<file path="config.mk">
export PLATFORM = sky130hd
export DESIGN_NAME = vote_session_ctrl_flat
export DESIGN_NICKNAME = d
export VERILOG_FILES = /design/src/rtl/vote_session_ctrl_pkg.sv /design/src/rtl/vote_session_ctrl_if.sv /design/src/rtl/vote_session_ctrl_tally.sv /design/src/rtl/vote_session_ctrl.sv /design/src/flat_wrapper.sv
export SDC_FILE = /design/constraint.sdc
export NUM_CORES = 1
export LEC_CHECK = 0
export BUFFER_PORTS_ARGS = -buffer_cell sky130_fd_sc_hd__buf_2
export CAP_MARGIN = 0
export CORE_ASPECT_RATIO = 0.7
export CORE_MARGIN = 1.5
export CORE_UTILIZATION = 61
export DETAILED_ROUTE_END_ITERATION = 12
export PLACE_DENSITY_LB_ADDON = 0.25
export SYNTH_ARGS = -nofsm -noshare
export SYNTH_HDL_FRONTEND = slang
export SYNTH_SLANG_ARGS = --single-unit
</file>
<file path="constraint.sdc">
create_clock -name clk -period 6.11 [get_ports clk]
set_clock_uncertainty 0.15 [all_clocks]
set_input_delay 0.611 -clock clk [delete_from_list [all_inputs] [get_ports clk]]
set_output_delay 0.611 -clock clk [all_outputs]
set_load 0.05 [all_outputs]
</file>
<file path="src/rtl/vote_session_ctrl_pkg.sv">
// rtl/vote_session_ctrl_pkg.sv - shared types and constants for the ballot session controller
package vote_pkg;

  localparam int N_VOTERS = 4;

  typedef enum logic [1:0] {
    IDLE   = 2'd0,
    OPEN   = 2'd1,
    TALLY  = 2'd2,
    RESULT = 2'd3
  } state_t;

  // 1-based verdict positions; the one-hot bit for each is at index V_x-1
  localparam int V_PASS = 1;
  localparam int V_TIE  = 2;
  localparam int V_FAIL = 3;

endpackage

</file>
<file path="src/rtl/vote_session_ctrl_if.sv">
// rtl/vote_session_ctrl_if.sv - voter/consumer handshake bundle for vote_session_ctrl
interface vote_session_ctrl_if;
  import vote_pkg::*;

  logic                start;
  logic                abort;
  logic                ack;
  logic [N_VOTERS-1:0] vote_valid;
  logic [N_VOTERS-1:0] vote_yes;
  logic                busy;
  logic [N_VOTERS-1:0] voted;
  logic [2:0]          yes_count;
  logic                result_valid;
  logic [2:0]          verdict;
  logic                timed_out;

  modport master (
    output start, abort, ack, vote_valid, vote_yes,
    input  busy, voted, yes_count, result_valid, verdict, timed_out
  );

  modport slave (
    input  start, abort, ack, vote_valid, vote_yes,
    output busy, voted, yes_count, result_valid, verdict, timed_out
  );

endinterface

</file>
<file path="src/rtl/vote_session_ctrl_tally.sv">
// rtl/vote_session_ctrl_tally.sv - combinational yes/no count and one-hot verdict
module vote_tally
  import vote_pkg::*;
(
  input  logic [N_VOTERS-1:0] voted,
  input  logic [N_VOTERS-1:0] yes,
  output logic [2:0]          yes_count,
  output logic [2:0]          verdict
);

  logic [2:0] n_yes;
  logic [2:0] n_no;

  // Non-voters abstain: only voted bits contribute to either side
  always_comb begin
    n_yes   = '0;
    n_no    = '0;
    verdict = '0;
    for (int i = 0; i < N_VOTERS; i++) begin
      if (voted[i]) begin
        if (yes[i]) n_yes = n_yes + 3'd1;
        else        n_no  = n_no + 3'd1;
      end
    end
    if (n_yes > n_no)       verdict[V_PASS-1] = 1'b1;
    else if (n_yes == n_no) verdict[V_TIE-1]  = 1'b1;
    else                    verdict[V_FAIL-1] = 1'b1;
    yes_count = n_yes;
  end

endmodule

</file>
<file path="src/rtl/vote_session_ctrl.sv">
// rtl/vote_session_ctrl.sv - timed four-voter ballot session with registered verdict
module vote_session_ctrl
  import vote_pkg::*;
#(
  parameter int TIMEOUT_CYC = 16,
  parameter int CNT_W       = 8
) (
  input  logic                clk,
  input  logic                rst_n,
  vote_session_ctrl_if.slave  bus
);

  state_t              state;
  logic [CNT_W-1:0]    cnt;
  logic [N_VOTERS-1:0] voted_r;
  logic [N_VOTERS-1:0] yes_r;
  logic [N_VOTERS-1:0] voted_nxt;
  logic [N_VOTERS-1:0] yes_nxt;
  logic                busy_r;
  logic                result_valid_r;
  logic                timed_out_r;
  logic [2:0]          yes_count_r;
  logic [2:0]          verdict_r;
  logic [2:0]          t_yes_count;
  logic [2:0]          t_verdict;

  // Only first strobes from voters who have not yet voted are taken
  assign voted_nxt = voted_r | bus.vote_valid;
  assign yes_nxt   = yes_r | (bus.vote_valid & ~voted_r & bus.vote_yes);

  vote_tally u_tally (
    .voted     (voted_r),
    .yes       (yes_r),
    .yes_count (t_yes_count),
    .verdict   (t_verdict)
  );

  always_ff @(posedge clk or negedge rst_n) begin
    if (!rst_n) begin
      state          <= IDLE;
      cnt            <= '0;
      voted_r        <= '0;
      yes_r          <= '0;
      busy_r         <= 1'b0;
      result_valid_r <= 1'b0;
      timed_out_r    <= 1'b0;
      yes_count_r    <= '0;
      verdict_r      <= '0;
    end else begin
      unique case (state)
        IDLE: begin
          if (bus.start) begin
            state       <= OPEN;
            busy_r      <= 1'b1;
            voted_r     <= '0;
            yes_r       <= '0;
            cnt         <= '0;
            timed_out_r <= 1'b0;
          end
        end
        OPEN: begin
          if (bus.abort) begin
            state  <= IDLE;
            busy_r <= 1'b0;
          end else begin
            voted_r <= voted_nxt;
            yes_r   <= yes_nxt;
            cnt     <= cnt + CNT_W'(1);
            // A full ballot on the timeout cycle is not a timeout
            if (&voted_nxt) begin
              state <= TALLY;
            end else if (cnt == CNT_W'(TIMEOUT_CYC - 1)) begin
              state       <= TALLY;
              timed_out_r <= 1'b1;
            end
          end
        end
        TALLY: begin
          busy_r <= 1'b0;
          if (bus.abort) begin
            state <= IDLE;
          end else begin
            state          <= RESULT;
            result_valid_r <= 1'b1;
            verdict_r      <= t_verdict;
            yes_count_r    <= t_yes_count;
          end
        end
        RESULT: begin
          if (bus.ack) begin
            state          <= IDLE;
            result_valid_r <= 1'b0;
            verdict_r      <= '0;
            timed_out_r    <= 1'b0;
          end
        end
      endcase
    end
  end

  assign bus.busy         = busy_r;
  assign bus.voted        = voted_r;
  assign bus.yes_count    = yes_count_r;
  assign bus.result_valid = result_valid_r;
  assign bus.verdict      = verdict_r;
  assign bus.timed_out    = timed_out_r;

endmodule
</file>
<file path="src/flat_wrapper.sv">
// flat-port wrapper written by rule: the top's interface ports become plain ports
module vote_session_ctrl_flat import vote_pkg::*;
#(
  parameter int TIMEOUT_CYC = 16,
  parameter int CNT_W       = 8
)
  (clk, rst_n, bus_start, bus_abort, bus_ack, bus_vote_valid, bus_vote_yes, bus_busy, bus_voted, bus_yes_count, bus_result_valid, bus_verdict, bus_timed_out);
  vote_session_ctrl_if bus_i ();
  input  logic clk;
  input  logic rst_n;
  input wire logic [$bits(bus_i.start)-1:0] bus_start;
  input wire logic [$bits(bus_i.abort)-1:0] bus_abort;
  input wire logic [$bits(bus_i.ack)-1:0] bus_ack;
  input wire logic [$bits(bus_i.vote_valid)-1:0] bus_vote_valid;
  input wire logic [$bits(bus_i.vote_yes)-1:0] bus_vote_yes;
  output wire logic [$bits(bus_i.busy)-1:0] bus_busy;
  output wire logic [$bits(bus_i.voted)-1:0] bus_voted;
  output wire logic [$bits(bus_i.yes_count)-1:0] bus_yes_count;
  output wire logic [$bits(bus_i.result_valid)-1:0] bus_result_valid;
  output wire logic [$bits(bus_i.verdict)-1:0] bus_verdict;
  output wire logic [$bits(bus_i.timed_out)-1:0] bus_timed_out;
  assign bus_i.start = bus_start;
  assign bus_i.abort = bus_abort;
  assign bus_i.ack = bus_ack;
  assign bus_i.vote_valid = bus_vote_valid;
  assign bus_i.vote_yes = bus_vote_yes;
  assign bus_busy = bus_i.busy;
  assign bus_voted = bus_i.voted;
  assign bus_yes_count = bus_i.yes_count;
  assign bus_result_valid = bus_i.result_valid;
  assign bus_verdict = bus_i.verdict;
  assign bus_timed_out = bus_i.timed_out;
  vote_session_ctrl #(.TIMEOUT_CYC(TIMEOUT_CYC), .CNT_W(CNT_W)) u_core (.clk(clk), .rst_n(rst_n), .bus(bus_i));
endmodule
</file>
## After elaboration in Yosys (flattened, before gate mapping)

Index checks and enable logic that the tools add are counted.

| cells by class | value |
|---|---|
| add/sub/neg operators | 7 |
| magnitude comparators | 1 |
| equality and inequality tests | 13 |
| multiplexer cells | 49 |
| bitwise operators | 6 |
| reductions and logical operators | 12 |

Operator list:

| kind | number |
|---|---|
| 2-to-1 mux 3 bit | 14 |
| 2-to-1 mux 8 bit | 2 |
| one-hot mux 4 bit (2 select lines) | 2 |
| one-hot mux 8 bit (2 select lines) | 1 |
| adder 3 x 1 -> 3 bit (second input constant) | 5 |
| 2-to-1 mux 1 bit | 15 |
| 2-to-1 mux 2 bit | 7 |
| 2-to-1 mux 4 bit | 3 |
| inequality test 2 bit (second input constant) | 6 |
| AND reduction 3 bit | 4 |
| adder 8 x 1 -> 8 bit (second input constant) | 1 |
| bitwise AND 4 bit | 2 |
| == test 8 x 4 -> 1 bit (second input constant) | 1 |
| bitwise OR 4 bit | 2 |
| one-hot mux 2 bit (4 select lines) | 1 |
| one-hot mux 1 bit (3 select lines) | 2 |
| one-hot mux 3 bit (2 select lines) | 1 |
| AND reduction 6 bit | 1 |
| nonzero test 3 bit | 2 |
| == test 2 bit (second input constant) | 2 |
| inequality test 4 x 2 -> 1 bit (second input constant) | 1 |
| NOT 4 bit | 1 |
| AND reduction 4 bit | 1 |
| nonzero test 2 bit | 2 |
| other kinds (9) | 9 |

| storage, ports and cells | value |
|---|---|
| register bits | 27 |
| input port bits | 13 |

## Longest topological paths before layout

| depth | value |
|---|---|
| depth after elaboration | 16 |
| mapped depth | 12 |

## Hierarchy

From an unflattened synthesis, not the netlist that was laid out.

| unflattened totals | value |
|---|---|
| cells, all modules | 184 |
| area, all modules | 1828.0 um^2 |

By module, submodules not included:

| module | instances | cells each | area each (um^2) |
|---|---|---|---|
| vote_session_ctrl | 1 | 136 | 1398.8 |
| vote_tally | 1 | 48 | 429.2 |

## Worst setup path after synthesis

No wires, ideal clock.

| path | value |
|---|---|
| path type | flip-flop to flip-flop |
| start point | register u_core.voted_r[0] (netlist: u_core.bus.voted[0]) |
| end point | register u_core.verdict_r[0] (netlist: u_core.bus.verdict[0]) |
| library setup time | 122 ps |
| data arrival time | 3304 ps |
| data required time | 5838 ps |
| setup slack | 2534 ps |
| stages on the path, launching flop included | 13 |
| path buffers | 0 |
| period minus slack after synthesis | 3576 ps |
| path through | dfrtp_1 -> and2_1 -> ha_1 -> mux2_4 -> ha_1 -> mux2_4 -> ha_1 -> mux2_4 -> ha_1 -> nor2b_1 -> o21ai_0 -> nand2b_1 -> a32o_1 |

| between the ends | value |
|---|---|
| word-level cells in the longest chain between the ends | 14 |
| elaborated cells on any way between the ends | 24 |
| classes of those cells | 6 x add/sub; 1 x order compare; 17 x mux |

Ends and longest elaborated chain:

| item | RTL line | text |
|---|---|---|
| start: declaration | vote_session_ctrl.sv:15 | `logic [N_VOTERS-1:0] voted_r;` |
| start signal: assignment | vote_session_ctrl.sv:66 | `voted_r <= voted_nxt;` |
| 2-to-1 mux 1 bit (*) | vote_session_ctrl_tally.sv:20 | `if (voted[i]) begin` |
| adder 1 x 1 -> 2 bit | vote_session_ctrl_tally.sv:21 | `if (yes[i]) n_yes = n_yes + 3'd1;` |
| 2-to-1 mux 3 bit | vote_session_ctrl_tally.sv:21 |  |
| 2-to-1 mux 3 bit (*) | vote_session_ctrl_tally.sv:20 |  |
| adder 3 x 1 -> 3 bit | vote_session_ctrl_tally.sv:21 |  |
| 2-to-1 mux 3 bit | vote_session_ctrl_tally.sv:21 |  |
| 2-to-1 mux 3 bit (*) | vote_session_ctrl_tally.sv:20 |  |
| adder 3 x 1 -> 3 bit | vote_session_ctrl_tally.sv:21 |  |
| 2-to-1 mux 3 bit | vote_session_ctrl_tally.sv:21 |  |
| 2-to-1 mux 3 bit (*) | vote_session_ctrl_tally.sv:20 |  |
| via u_core.t_yes_count[1] | vote_session_ctrl.sv:24 | `logic [2:0] t_yes_count;` |
| > comparator 3 bit (*) | vote_session_ctrl_tally.sv:25 | `if (n_yes > n_no) verdict[V_PASS-1] = 1'b1;` |
| 2-to-1 mux 1 bit (*) | vote_session_ctrl_tally.sv:25 |  |
| 2-to-1 mux 3 bit (*) | vote_session_ctrl.sv:80 | `if (bus.abort) begin` |
| one-hot mux 3 bit (2 select lines) (*) | vote_session_ctrl.sv:50 | `unique case (state)` |
| end signal: assignment | vote_session_ctrl.sv:85 | `verdict_r <= t_verdict;` |
| end: declaration | vote_session_ctrl.sv:23 | `logic [2:0] verdict_r;` |

The timed path passes the listed nets; every way through them passes the cells marked *. The select of a mux whose other input is x is not followed.
A chain may end at the register's enable or synchronous reset.

## Worst setup path after layout

Same ends and word-level chain as after synthesis.

==> summary.md <==
| Metric | Value |
|---|---|
| Outcome | `finished, final reports clean` |
| Setup Crit Path Kind | `register to register` |
| Max-cap violations | `0` |
| Register area share after synthesis | `38.0%` |
| Worst-path maximum fanout | `5` |
| Row cnt | `16` |
| Unique masters post-synth | `44` |
| Antenna Nets Post-Route | `0` |
| P_leak | `0.960 nW` |
| Hold WC Path Type | `primary input to async pin` |
| Hold_buf cts | `0` |
| Power per cell area | `576 mW/mm²` |
| Fin nets | `235` |
| # setup viols final | `0` |
| Worst-skew pair later-pin latency | `0.27 ns` |
| Vias per inst | `5.82` |
| First-pass GRT wire length | `5730 µm` |
| Layout cells sized above 1 | `20.9%` |
| Worst Setup End Kind | `register` |
| Via count | `1,409` |
| Number of CTS-inserted buffers | `3` |
| Grt total ovfl | `0` |
| Hold Slack | `0.181 ns` |
| Final period utilization | `57.1%` |
| Worst-case clock buffer depth | `2` |
| Post-DP HPWL | `2860 µm` |
| Fin cells | `242` |
| Fillers | `221` |
| Critical Path RT | `6.13 ns` |
| Slowest cell on the critical path | `dfrtp_1` |
| Starting density of the core | `63.8%` |
| Core area | `0.00278 mm²` |
| WL/cell | `15.6 µm` |
| Synthesized Nets | `212` |
| Critical Path Source Type | `register` |
| Area occupied by multi-input gates | `0.00105 mm²` |
| Post-CTS Setup Bufs | `0` |
| Cell Chain, Critical Path | `and2_1 > ha_1 > mux2_4 > ha_1 > mux2_4 > ha_1 > mux2_4 > ha_1 > nor2b_1 > o21ai_0 > nand2b_1 > a32o_1` |
| CP max stage delay | `0.43 ns` |
| CP Data Arrival Time | `3.51 ns` |
| Fmax | `287 MHz` |
| Unrepaired setup endpoints after global routing | `false` |
| Dpl cells | `238` |
| TritonCTS clock tree | `built` |
| Layout area overhead | `10.4%` |
| DR iter-0 viols | `41` |
| Max rail drop VDD | `0.403 mV` |
| Mapped Cells | `184` |
| EDFF count, synth | `0` |
| H-tree depth | `1` |
| Cell area after synthesis | `0.00178 mm²` |
| 1st-pass router iterations | `4` |
| Clk slew on worst S/H paths | `0.09 ns` |
| Die W | `67.5 µm` |
| Yosys reg bits | `27` |
| Most repeated library cell on the critical path | `ha_1` |
| Final wirelength | `3770 µm` |
| Post-CTS Resized | `0` |
| Main synth FF type | `dfrtp_1` |
| Area of the die | `0.00325 mm²` |
| Worst rel slew slack | `53.6%` |
| Antenna violations before repair | `0` |
| Total GRT Usage | `24.4%` |
| Placer Congestion | `0.847` |
| Vias in the first global route | `1,201` |
| Reg area | `676 µm²` |
| Average cell area after synthesis | `9.66 µm²` |
| Slew @ Worst Pin | `0.697 ns` |
| I/O pin count | `26` |
| Port Buffers | `25` |
| Fraction of registers with async set/reset | `100%` |
| CTS root buffer | `clkbuf_8` |
| Final Hold Fails | `0` |
| Synth warnings | `0` |
| Post-route minimum period | `3.49 ns` |
| Post-route DRC | `0` |
| TNS Setup | `0 ns` |
| Slew Viols, Final | `0` |
| Largest net degree at the start of global routing | `28` |
| Die Ht | `48.2 µm` |
| # diodes | `0` |
| Sink Count | `27` |
[Yosys cell counts, types with 4 or more instances]
master,n,share of area (%)
a21oi_1,8,2.3
nand3_1,5,1.4
nand2_1,21,4.4
nor2b_1,5,1.8
mux2i_1,4,2.3
inv_1,6,1.3
nor2_1,9,1.9
and2_1,4,1.4
ha_1,15,11
nand2b_1,12,4.2
dfrtp_1,27,38
a22o_1,4,2.0
o21ai_0,10,2.8
mux2_2,6,3.8
[critical path, delay by kind of cell (launching register included)]
family                     cells  cell delay, ns
adders and majority gates      4            1.17
muxes                          3            0.86
DFF                            1            0.43
and+or+nand+nor                3            0.41
AOI/OAI and AO/OA              2            0.37
[through the flow]
step / utilization (%) / area (µm²) / worst slack (ns) / power (mW)
5_1_grt: 70.5 / 1960 / 2.53 / 1.22
2_1_floorplan: - / 1780 / 2.53 / 0.866
4_1_cts: 70.5 / 1960 / 2.63 / 1.13
3_3_place_gp: 68.8 / 1910 / 2.75 / 0.976
3_5_place_dp: 68.8 / 1910 / 2.63 / 1.02
6_report: 70.5 / 1960 / 2.62 / 1.13
[cells by family (layout without fill, tap and decap cells)]
kind of cell	count (synthesis)	in the layout	synth area share [%]
xor+xnor	6	6	3.80
buf+inv	13	35	3.10
mux	13	13	8.59
flops	27	27	38.0
fa+ha+maj	15	15	10.6
compound gates	41	41	15.7
simple gates	69	69	20.2
[flip-flops by register name (all words and copies together), names as in the netlist]
name                     count
u_core.bus.yes_count         3
u_core.state                 2
u_core.bus.result_valid      1
u_core.bus.voted             4
u_core.yes_r                 4
u_core.cnt                   8
u_core.bus.timed_out         1
u_core.bus.busy              1
u_core.bus.verdict           3
[layout make-up]
type | count | area share, %
well taps | 36 | 2.30
clock inverters | 1 | 0.255
repair buffers | 25 | 6.38
multi-input cells | 144 | 53.4
inverters | 6 | 1.15
flip-flops and latches | 27 | 34.5
clock buffers | 3 | 2.11
[layout by cell type (no fill, tap or decap), types with 2 or more instances in the layout]
cell type,instances
nor2b_1,5
mux2_4,3
nor2_1,9
and2_1,4
nand2_1,21
o211ai_1,3
nand4b_1,2
a22o_1,4
xor2_1,2
nand2b_1,12
mux2i_1,4
a41oi_1,3
and3_1,3
inv_1,6
clkbuf_8,3
o22ai_1,2
nand3_1,5
buf_2,25
ha_1,15
a21o_1,2
xnor2_1,3
dfrtp_1,27
nor4_1,2
o21ai_0,10
a21oi_1,8
mux2_2,6
[layer usage]
layer / global-route usage (%) / vias up / part of all wire, %
met5: 0 / - / 0
li1: - / 697 / -
met3: 5.77 / 2 / 3.3
met4: 4.49 / 0 / 0.37
met1: 32.5 / 684 / 48
met2: 42.0 / 26 / 49
[where the power goes]
part           switching (mW)  internal, mW
sequential             0.0737         0.245
combinational           0.431         0.278
clock                  0.0556        0.0457
total                   0.561         0.568
[worst paths after layout]
kind | depth (start not counted) | slack [ns] | from | to
min in group clk | 1 | 0.35 | u_core.bus.result_valid | u_core.bus.result_valid
hold reg to reg | 1 | 0.35 | u_core.bus.result_valid | u_core.bus.result_valid
max in group asynchronous | 1 | 5.22 | rst_n | u_core.yes_r[2]
hold / removal | 1 | 0.18 | rst_n | u_core.state[1]
setup reg to reg | 12 | 2.62 | u_core.bus.voted[0] | u_core.bus.verdict[0]
setup / recovery | 12 | 2.62 | u_core.bus.voted[0] | u_core.bus.verdict[0]
No activity file was read; power rests on OpenSTA's default activity.
